==> src/rtl/regfile_pairs_if.sv <==
// Bus between the decoder/control unit and the regfile_pairs register file:
// single-register read/write, register-pair operations, pair read port and debug view.
interface regfile_pairs_if #(
  parameter int DATA_W = 8
);
  logic                  wr_en;
  logic                  mov_en;
  logic [2:0]            wr_addr;
  logic [DATA_W-1:0]     wr_data;
  logic [2:0]            rd_addr1;
  logic [2:0]            rd_addr2;
  logic [DATA_W-1:0]     rd_data1;
  logic [DATA_W-1:0]     rd_data2;
  logic                  pair_op_valid;
  logic [1:0]            pair_op;
  logic [1:0]            pair_sel;
  logic                  pair_busy;
  logic                  pair_done;
  logic [1:0]            pair_rd_sel;
  logic [2*DATA_W-1:0]   pair_rd_data;
  logic                  bank_swap;
  logic [8*DATA_W-1:0]   debug_regs_flat;

  modport master (
    output wr_en, mov_en, wr_addr, wr_data, rd_addr1, rd_addr2,
    output pair_op_valid, pair_op, pair_sel, pair_rd_sel, bank_swap,
    input  rd_data1, rd_data2, pair_busy, pair_done, pair_rd_data, debug_regs_flat
  );

  modport slave (
    input  wr_en, mov_en, wr_addr, wr_data, rd_addr1, rd_addr2,
    input  pair_op_valid, pair_op, pair_sel, pair_rd_sel, bank_swap,
    output rd_data1, rd_data2, pair_busy, pair_done, pair_rd_data, debug_regs_flat
  );
endinterface

==> src/rtl/regfile_pairs.sv <==
// 8085-style register file (B,C,D,E,H,L,M-slot,A) with sequenced INX/DCX/XCHG pair ops.
// Optional shadow bank for indices 0-5 enabled by defining REGFILE_SHADOW_BANK_EN.
module regfile_pairs #(
  parameter int          DATA_W      = 8,
  parameter int unsigned A_RESET     = 8'h03,
  parameter int unsigned OTHER_RESET = 0
) (
  input  logic            clk,
  input  logic            rst,
  regfile_pairs_if.slave  bus
);
  typedef enum logic [1:0] {IDLE, LOW, HIGH, DONE} state_t;
  typedef logic [5:0][DATA_W-1:0] bank_t;

  localparam logic [1:0]        OP_INX   = 2'b00;
  localparam logic [1:0]        OP_DCX   = 2'b01;
  localparam logic [1:0]        OP_XCHG  = 2'b10;
  localparam logic [DATA_W-1:0] A_RST    = DATA_W'(A_RESET);
  localparam bank_t             BANK_RST = {6{DATA_W'(OTHER_RESET)}};

  function automatic logic [DATA_W-1:0] read_reg(input logic [2:0] idx, input bank_t view,
                                                 input logic [DATA_W-1:0] a);
    if (idx == 3'd7)      return a;
    else if (idx == 3'd6) return '0;
    else                  return view[idx];
  endfunction

  state_t            state_q, state_d;
  logic [1:0]        op_q, op_d, sel_q, sel_d;
  logic              carry_q, carry_d, busy_q, busy_d, done_q, done_d;
  logic [DATA_W-1:0] a_q, a_d;
  bank_t             bank0_q, bank0_d, cur, nxt;
  logic [DATA_W-1:0] wval, cext;
  logic [5:0]        lock;
  logic [2:0]        hi_i, lo_i;

`ifdef REGFILE_SHADOW_BANK_EN
  bank_t bank1_q, bank1_d;
  logic  act_q, act_d;
  assign cur = act_q ? bank1_q : bank0_q;
`else
  logic unused_bank_swap;
  assign unused_bank_swap = bus.bank_swap;
  assign cur = bank0_q;
`endif

  // High register sits at the even index of a pair, low at the odd one.
  assign hi_i = {sel_q, 1'b0};
  assign lo_i = {sel_q, 1'b1};
  assign cext = {{(DATA_W-1){1'b0}}, carry_q};

  always_comb begin
    nxt     = cur;
    a_d     = a_q;
    state_d = state_q;
    op_d    = op_q;
    sel_d   = sel_q;
    carry_d = carry_q;
    lock    = '0;
    if (state_q != IDLE && sel_q != 2'b11) begin
      lock[hi_i] = 1'b1;
      lock[lo_i] = 1'b1;
    end
    if (state_q == IDLE && bus.pair_op_valid && bus.pair_op == OP_XCHG) lock[5:2] = '1;

    wval = bus.mov_en ? read_reg(bus.rd_addr1, cur, a_q) : bus.wr_data;
    if (bus.wr_en) begin
      if (bus.wr_addr == 3'd7) a_d = wval;
      else if (bus.wr_addr != 3'd6 && !lock[bus.wr_addr]) nxt[bus.wr_addr] = wval;
    end

    case (state_q)
      IDLE: begin
        if (bus.pair_op_valid) begin
          case (bus.pair_op)
            OP_INX, OP_DCX: begin
              if (bus.pair_sel != 2'b11) begin
                op_d    = bus.pair_op;
                sel_d   = bus.pair_sel;
                state_d = LOW;
              end
            end
            OP_XCHG: begin
              nxt[2]  = cur[4];
              nxt[3]  = cur[5];
              nxt[4]  = cur[2];
              nxt[5]  = cur[3];
              sel_d   = 2'b11;
              state_d = DONE;
            end
            default: ;
          endcase
        end
      end
      LOW: begin
        nxt[lo_i] = (op_q == OP_INX) ? cur[lo_i] + DATA_W'(1) : cur[lo_i] - DATA_W'(1);
        carry_d   = (op_q == OP_INX) ? (&cur[lo_i]) : ~(|cur[lo_i]);
        state_d   = HIGH;
      end
      HIGH: begin
        nxt[hi_i] = (op_q == OP_INX) ? cur[hi_i] + cext : cur[hi_i] - cext;
        state_d   = DONE;
      end
      default: state_d = IDLE;
    endcase

    busy_d = (state_d != IDLE);
    done_d = (state_d == DONE);

`ifdef REGFILE_SHADOW_BANK_EN
    act_d = act_q;
    if (state_q == IDLE && !bus.pair_op_valid && bus.bank_swap) act_d = ~act_q;
    bank0_d = act_q ? bank0_q : nxt;
    bank1_d = act_q ? nxt : bank1_q;
`else
    bank0_d = nxt;
`endif
  end

  always_ff @(posedge clk or posedge rst) begin
    if (rst) begin
      state_q <= IDLE;
      op_q    <= OP_INX;
      sel_q   <= 2'b11;
      carry_q <= 1'b0;
      busy_q  <= 1'b0;
      done_q  <= 1'b0;
      a_q     <= A_RST;
      bank0_q <= BANK_RST;
`ifdef REGFILE_SHADOW_BANK_EN
      bank1_q <= BANK_RST;
      act_q   <= 1'b0;
`endif
    end else begin
      state_q <= state_d;
      op_q    <= op_d;
      sel_q   <= sel_d;
      carry_q <= carry_d;
      busy_q  <= busy_d;
      done_q  <= done_d;
      a_q     <= a_d;
      bank0_q <= bank0_d;
`ifdef REGFILE_SHADOW_BANK_EN
      bank1_q <= bank1_d;
      act_q   <= act_d;
`endif
    end
  end

  assign bus.rd_data1        = read_reg(bus.rd_addr1, cur, a_q);
  assign bus.rd_data2        = read_reg(bus.rd_addr2, cur, a_q);
  assign bus.pair_busy       = busy_q;
  assign bus.pair_done       = done_q;
  assign bus.pair_rd_data    = (bus.pair_rd_sel == 2'b11) ? '0 :
                               {cur[{bus.pair_rd_sel, 1'b0}], cur[{bus.pair_rd_sel, 1'b1}]};
  assign bus.debug_regs_flat = {a_q, {DATA_W{1'b0}}, cur[5], cur[4], cur[3], cur[2], cur[1], cur[0]};
endmodule

==> src/flat_wrapper.sv <==
// flat-port wrapper written by rule: the top's interface ports become plain ports
module regfile_pairs_flat 
#(
  parameter int          DATA_W      = 8,
  parameter int unsigned A_RESET     = 8'h03,
  parameter int unsigned OTHER_RESET = 0
)
  (clk, rst, bus_wr_en, bus_mov_en, bus_wr_addr, bus_wr_data, bus_rd_addr1, bus_rd_addr2, bus_pair_op_valid, bus_pair_op, bus_pair_sel, bus_pair_rd_sel, bus_bank_swap, bus_rd_data1, bus_rd_data2, bus_pair_busy, bus_pair_done, bus_pair_rd_data, bus_debug_regs_flat);
  regfile_pairs_if #(.DATA_W(DATA_W)) bus_i ();
  input  logic clk;
  input  logic rst;
  input wire logic [$bits(bus_i.wr_en)-1:0] bus_wr_en;
  input wire logic [$bits(bus_i.mov_en)-1:0] bus_mov_en;
  input wire logic [$bits(bus_i.wr_addr)-1:0] bus_wr_addr;
  input wire logic [$bits(bus_i.wr_data)-1:0] bus_wr_data;
  input wire logic [$bits(bus_i.rd_addr1)-1:0] bus_rd_addr1;
  input wire logic [$bits(bus_i.rd_addr2)-1:0] bus_rd_addr2;
  input wire logic [$bits(bus_i.pair_op_valid)-1:0] bus_pair_op_valid;
  input wire logic [$bits(bus_i.pair_op)-1:0] bus_pair_op;
  input wire logic [$bits(bus_i.pair_sel)-1:0] bus_pair_sel;
  input wire logic [$bits(bus_i.pair_rd_sel)-1:0] bus_pair_rd_sel;
  input wire logic [$bits(bus_i.bank_swap)-1:0] bus_bank_swap;
  output wire logic [$bits(bus_i.rd_data1)-1:0] bus_rd_data1;
  output wire logic [$bits(bus_i.rd_data2)-1:0] bus_rd_data2;
  output wire logic [$bits(bus_i.pair_busy)-1:0] bus_pair_busy;
  output wire logic [$bits(bus_i.pair_done)-1:0] bus_pair_done;
  output wire logic [$bits(bus_i.pair_rd_data)-1:0] bus_pair_rd_data;
  output wire logic [$bits(bus_i.debug_regs_flat)-1:0] bus_debug_regs_flat;
  assign bus_i.wr_en = bus_wr_en;
  assign bus_i.mov_en = bus_mov_en;
  assign bus_i.wr_addr = bus_wr_addr;
  assign bus_i.wr_data = bus_wr_data;
  assign bus_i.rd_addr1 = bus_rd_addr1;
  assign bus_i.rd_addr2 = bus_rd_addr2;
  assign bus_i.pair_op_valid = bus_pair_op_valid;
  assign bus_i.pair_op = bus_pair_op;
  assign bus_i.pair_sel = bus_pair_sel;
  assign bus_i.pair_rd_sel = bus_pair_rd_sel;
  assign bus_i.bank_swap = bus_bank_swap;
  assign bus_rd_data1 = bus_i.rd_data1;
  assign bus_rd_data2 = bus_i.rd_data2;
  assign bus_pair_busy = bus_i.pair_busy;
  assign bus_pair_done = bus_i.pair_done;
  assign bus_pair_rd_data = bus_i.pair_rd_data;
  assign bus_debug_regs_flat = bus_i.debug_regs_flat;
  regfile_pairs #(.DATA_W(DATA_W), .A_RESET(A_RESET), .OTHER_RESET(OTHER_RESET)) u_core (.clk(clk), .rst(rst), .bus(bus_i));
endmodule
==> config.mk <==
export PLATFORM = sky130hd
export DESIGN_NAME = regfile_pairs_flat
export DESIGN_NICKNAME = d
export VERILOG_FILES = /design/src/rtl/regfile_pairs_if.sv /design/src/rtl/regfile_pairs.sv /design/src/flat_wrapper.sv
export SDC_FILE = /design/constraint.sdc
export NUM_CORES = 1
export LEC_CHECK = 0
export ABC_CLOCK_PERIOD_IN_PS = 3780
export BUFFER_PORTS_ARGS = -buffer_cell sky130_fd_sc_hd__buf_2
export CAP_MARGIN = 20
export CORE_ASPECT_RATIO = 1.75
export CORE_MARGIN = 2
export CORE_UTILIZATION = 50
export CTS_CLUSTER_DIAMETER = 50
export DETAILED_ROUTE_END_ITERATION = 12
export PLACE_DENSITY = 0.74
export SLEW_MARGIN = 20
export SYNTH_ARGS = -nofsm -noshare
export SYNTH_HDL_FRONTEND = slang
export SYNTH_SLANG_ARGS = --single-unit
==> constraint.sdc <==
create_clock -name clk -period 3.78 [get_ports clk]
set_clock_uncertainty 0.05 [all_clocks]
set_input_delay 0.756 -clock clk [delete_from_list [all_inputs] [get_ports clk]]
set_output_delay 0.756 -clock clk [all_outputs]
set_load 0.03 [all_outputs]
==> impl_summary.md <==
Run status
The flow ran to the end, and the final reports show no timing, DRC or antenna violations.

Finish
With fillers left out, the area of the finished cells amounts to roughly 7000 um^2. The area added between synthesis and finish is 16.4%. The share of post-route cells with drive strength above 1 is 26.2%. The most common cell after layout, fill and taps aside is sky130_fd_sc_hd__buf_2.

Measured on the finished design, the core utilization comes to between 50% and 60%. The finished layout holds 1003 standard cells, fillers aside. The footprint of the flip-flops and latches is around 1600 um^2. The area used by multi-input combinational logic is between 4000 and 5000 um^2.

The number of filler instances in the final layout is 1102. In the layout the commonest cells are 117 x sky130_fd_sc_hd__buf_2, 106 x sky130_fd_sc_hd__o21ai_0, 73 x sky130_fd_sc_hd__nand2_1. At the end of the flow, the number of nets in the layout was 880.

Clock network
The tree is rooted in a sky130_fd_sc_hd__clkbuf_16. The quantity of hold-fixing buffers added after cts is 0. The maximum clock insertion buffer count is 2. The clock-pin slew reported for the worst setup and hold paths after clock tree synthesis is 0.06 ns. Once the clock tree was built, the resizer swapped 0 gates to a different size. TritonCTS built the clock tree. At the later pin of the worst-skew pair, clock insertion delay measures around 0.34 ns.

The clock net sink count is 65. The number of setup buffers added after CTS is 0. Clock tree synthesis inserted a total of 9 buffers. The H-tree was split into 3 levels.

Timing
The clock period could shrink to 3.39 ns. The number of max-slew violations in the final report was 0. The minimum hold slack is between 0.4 and 0.5 ns.

Timing would allow up to between 200 and 300 MHz. In this run the tightest slew margin relative to its limit is 41.9%. The number of setup violations in the final report is 0. Dividing the final minimum period by the clock period gives 89.7%. The final count of hold timing violations is 0. At the pin with the least slew margin, the transition time is 0.865 ns. After routing, the total negative slack on setup checks comes to 0 ns. Setup repair after global routing left no endpoint under its margin.

Route
The overall via count from detail_route is 6870. The pre-antenna-repair detailed-routing pass consisted of 8 iterations. Using the TritonRoute via totals, the vias-per-cell ratio works out to 6.85.

The top routing layer in use is met4. Summed over all nets, wire length on met3 after detailed routing comes to 2420 um. The DRC violation count after routing is 0. Wire segments on met2 add up to 11700 um in the final route.

The detailed-route wire length is approximately 24000 um. The detail route stage leaves a number of antenna-violating nets equal to 0. The initial detailed-routing violation count is 829. The wire length per cell is 24.2 um. The detailed-route wire length on metal 1 is a little under 8000 um.

GRT
The first global-routing pass estimated around 36000 um of wire. The number of global-route vias before repair is 6712. The largest net degree at the start of global routing is 35. The number of antenna violations at the first check in global routing is 1.

The total routing usage reported by global routing is 36.9%. After global routing the overflow that remains totals 0.

Floorplan
The number of core rows is 53. The floorplan step set the die width to 88.1 um. The core region is 12100 um^2. The effective utilization at floorplan is about half. The floorplan die height is 151 um.

The die outline area is 13300 um^2. In this run the count of I/O pins placed on the die edge is 127.

Placed design
The HPWL after detailed placement is 17400 um. The last weighted congestion value of the routability-driven placer is between 0.9 and 1. The instance area at placement is between 6000 and 7000 um^2.

Once placement completed, the tool counted placed cells totaling ~1000. Buffers placed on the I/O ports in this run total roughly 120.

Power
The analysis attributes to cell leakage a power of 3.33 nW. The power per standard cell area is roughly 850 nW/um^2. The worst-case vdd ir drop is 0.345 mV.

Worst hold path
The min-delay analysis places its worst path in the category reg -> reg. Counting instances, the worst hold path has a depth of 1.

Setup path
STA classifies the critical path endpoint as a flop. The setup path with the least slack is of type reg -> reg. Measured in cells, the most critical reg-to-reg path has a length of 9.

The arrival time of data at the critical path endpoint is 3.56 ns. For the worst setup path, the data required time is 3.95 ns. The startpoint type of the worst setup path is a flop. The maximum net fanout on the critical path is 15.

Yosys
The primary flip-flop cell chosen by synthesis mapping is sky130_fd_sc_hd__dfrtp_1. Counting every instance in the synthesized netlist gives 724. The average instance area after synthesis is 8.54 um^2. The share of flip-flops with an asynchronous set or reset is 100%. The synthesized flop and latch total is 65. The synthesized design contains 0 enable-type register cells. The cell area after technology mapping is slightly above 6000 um^2. The share of the yosys chip area belonging to registers is 26.4%.

The number of different library cells used by synthesis comes to 70. Yosys printed 0 warnings.

Flow run
Across the run, the number of max-cap violations was 0.
==> per-layer routing <==
metal,track usage (%),vias to the layer above
li1,-,2900
met1,40.4,3236
met2,60.3,567
met3,6.98,167
met4,30.8,0
met5,0,-
==> through the flow <==
step | power, mW | setup WS, ns
after detailed placement | 5.08 | 0.490
after global placement | 4.97 | 0.579
after global routing | 6.39 | 0.325
final | 6.12 | 0.388
after floorplan | 3.84 | 0.358
after CTS | 5.96 | 0.470
==> cells in the mapped netlist, types with 3 or more instances <==
master	count	area share, %
sky130_fd_sc_hd__inv_1	21	1.3
sky130_fd_sc_hd__and2_1	6	0.61
sky130_fd_sc_hd__buf_2	5	0.40
sky130_fd_sc_hd__a2bb2oi_1	3	0.42
sky130_fd_sc_hd__clkbuf_1	28	1.7
sky130_fd_sc_hd__a21oi_1	37	3.0
sky130_fd_sc_hd__o22ai_1	11	1.1
sky130_fd_sc_hd__xor2_1	5	0.71
sky130_fd_sc_hd__clkbuf_8	6	1.3
sky130_fd_sc_hd__nor4_4	3	1.0
sky130_fd_sc_hd__nand2b_1	4	0.40
sky130_fd_sc_hd__mux2i_1	45	7.3
sky130_fd_sc_hd__a221o_1	12	1.9
sky130_fd_sc_hd__dfrtp_1	61	25
sky130_fd_sc_hd__nand2_1	73	4.4
sky130_fd_sc_hd__o211ai_1	4	0.49
sky130_fd_sc_hd__a221oi_1	16	2.3
sky130_fd_sc_hd__buf_1	4	0.24
sky130_fd_sc_hd__o21ai_0	106	8.6
sky130_fd_sc_hd__a21o_1	5	0.61
sky130_fd_sc_hd__mux2_2	20	3.6
sky130_fd_sc_hd__ha_1	17	3.4
sky130_fd_sc_hd__mux4_2	12	4.4
sky130_fd_sc_hd__o2bb2ai_1	7	0.99
sky130_fd_sc_hd__a32oi_1	4	0.57
sky130_fd_sc_hd__a22oi_1	22	2.7
sky130_fd_sc_hd__o21bai_1	4	0.49
sky130_fd_sc_hd__nor2b_1	15	1.5
sky130_fd_sc_hd__buf_4	11	1.3
sky130_fd_sc_hd__a211oi_1	5	0.61
sky130_fd_sc_hd__a21boi_0	3	0.36
sky130_fd_sc_hd__or2_2	3	0.30
sky130_fd_sc_hd__dfstp_2	4	1.7
sky130_fd_sc_hd__nor2_1	70	4.2
sky130_fd_sc_hd__nor3_1	6	0.49
sky130_fd_sc_hd__xnor2_1	10	1.4
sky130_fd_sc_hd__mux4_1	4	1.7
sky130_fd_sc_hd__nand3_1	8	0.65
==> worst max-delay path, cell delays in order, from the launching register on <==
cell and delay (ns):
sky130_fd_sc_hd__dfstp_2 0.72, sky130_fd_sc_hd__nor2b_1 0.08, sky130_fd_sc_hd__buf_4 0.21, sky130_fd_sc_hd__nand2_1 0.08, sky130_fd_sc_hd__o21ai_0 0.22, sky130_fd_sc_hd__ha_1 0.39
sky130_fd_sc_hd__and3_1 0.20, sky130_fd_sc_hd__a2111oi_1 0.53, sky130_fd_sc_hd__o21ai_0 0.36, sky130_fd_sc_hd__o311ai_0 0.40
==> sequential cells by signal, indices dropped and copies added, names as in the netlist <==
register	flops
u_core.carry_q	1
u_core.state_q	2
u_core.bus.debug_regs_flat	48
u_core.bus.pair_busy	1
u_core.bus.pair_done	1
u_core.sel_q	2
u_core.op_q	2
u_core.a_q	8
==> path summary, 6_finish.rpt <==
check	start	end	slack, ns
min in group asynchronous	rst	u_core.bus.debug_regs_flat[6]	0.53
worst max register to register	u_core.sel_q[1]	u_core.bus.debug_regs_flat[29]	0.39
worst min register to register	u_core.op_q[1]	u_core.op_q[1]	0.45
worst max-delay path	u_core.sel_q[1]	u_core.bus.debug_regs_flat[29]	0.39
max in group asynchronous	rst	u_core.a_q[0]	2.32
worst min-delay path	u_core.op_q[1]	u_core.op_q[1]	0.45
==> power by group <==
part           internal [mW]  switching, mW
clock network          0.530          0.348
logic                   1.28           2.44
registers              0.949          0.569
total                   2.76           3.36
==> cells by family after synthesis <==
| family | count (synthesis) | share of synthesized area (%) |
|---|---|---|
| flops | 65 | 26.4 |
| compound gates | 257 | 26.9 |
| xor+xnor | 15 | 2.12 |
| mux | 84 | 17.8 |
| simple gates | 204 | 15.7 |
| buf+inv | 79 | 6.88 |
| fa+ha+maj | 19 | 4.09 |
| other cells | 1 | 0.0606 |
==> layout make-up <==
class / count / area share (%)
diodes: 1 / 0.0348
clock buffers: 10 / 3.32
clock inverters: 6 / 0.938
inverters: 22 / 1.22
multi-input cells: 587 / 57.7
flip-flops and latches: 65 / 22.7
well taps: 165 / 2.87
repair buffers: 147 / 11.3
No activity file was read; power rests on OpenSTA's default activity.
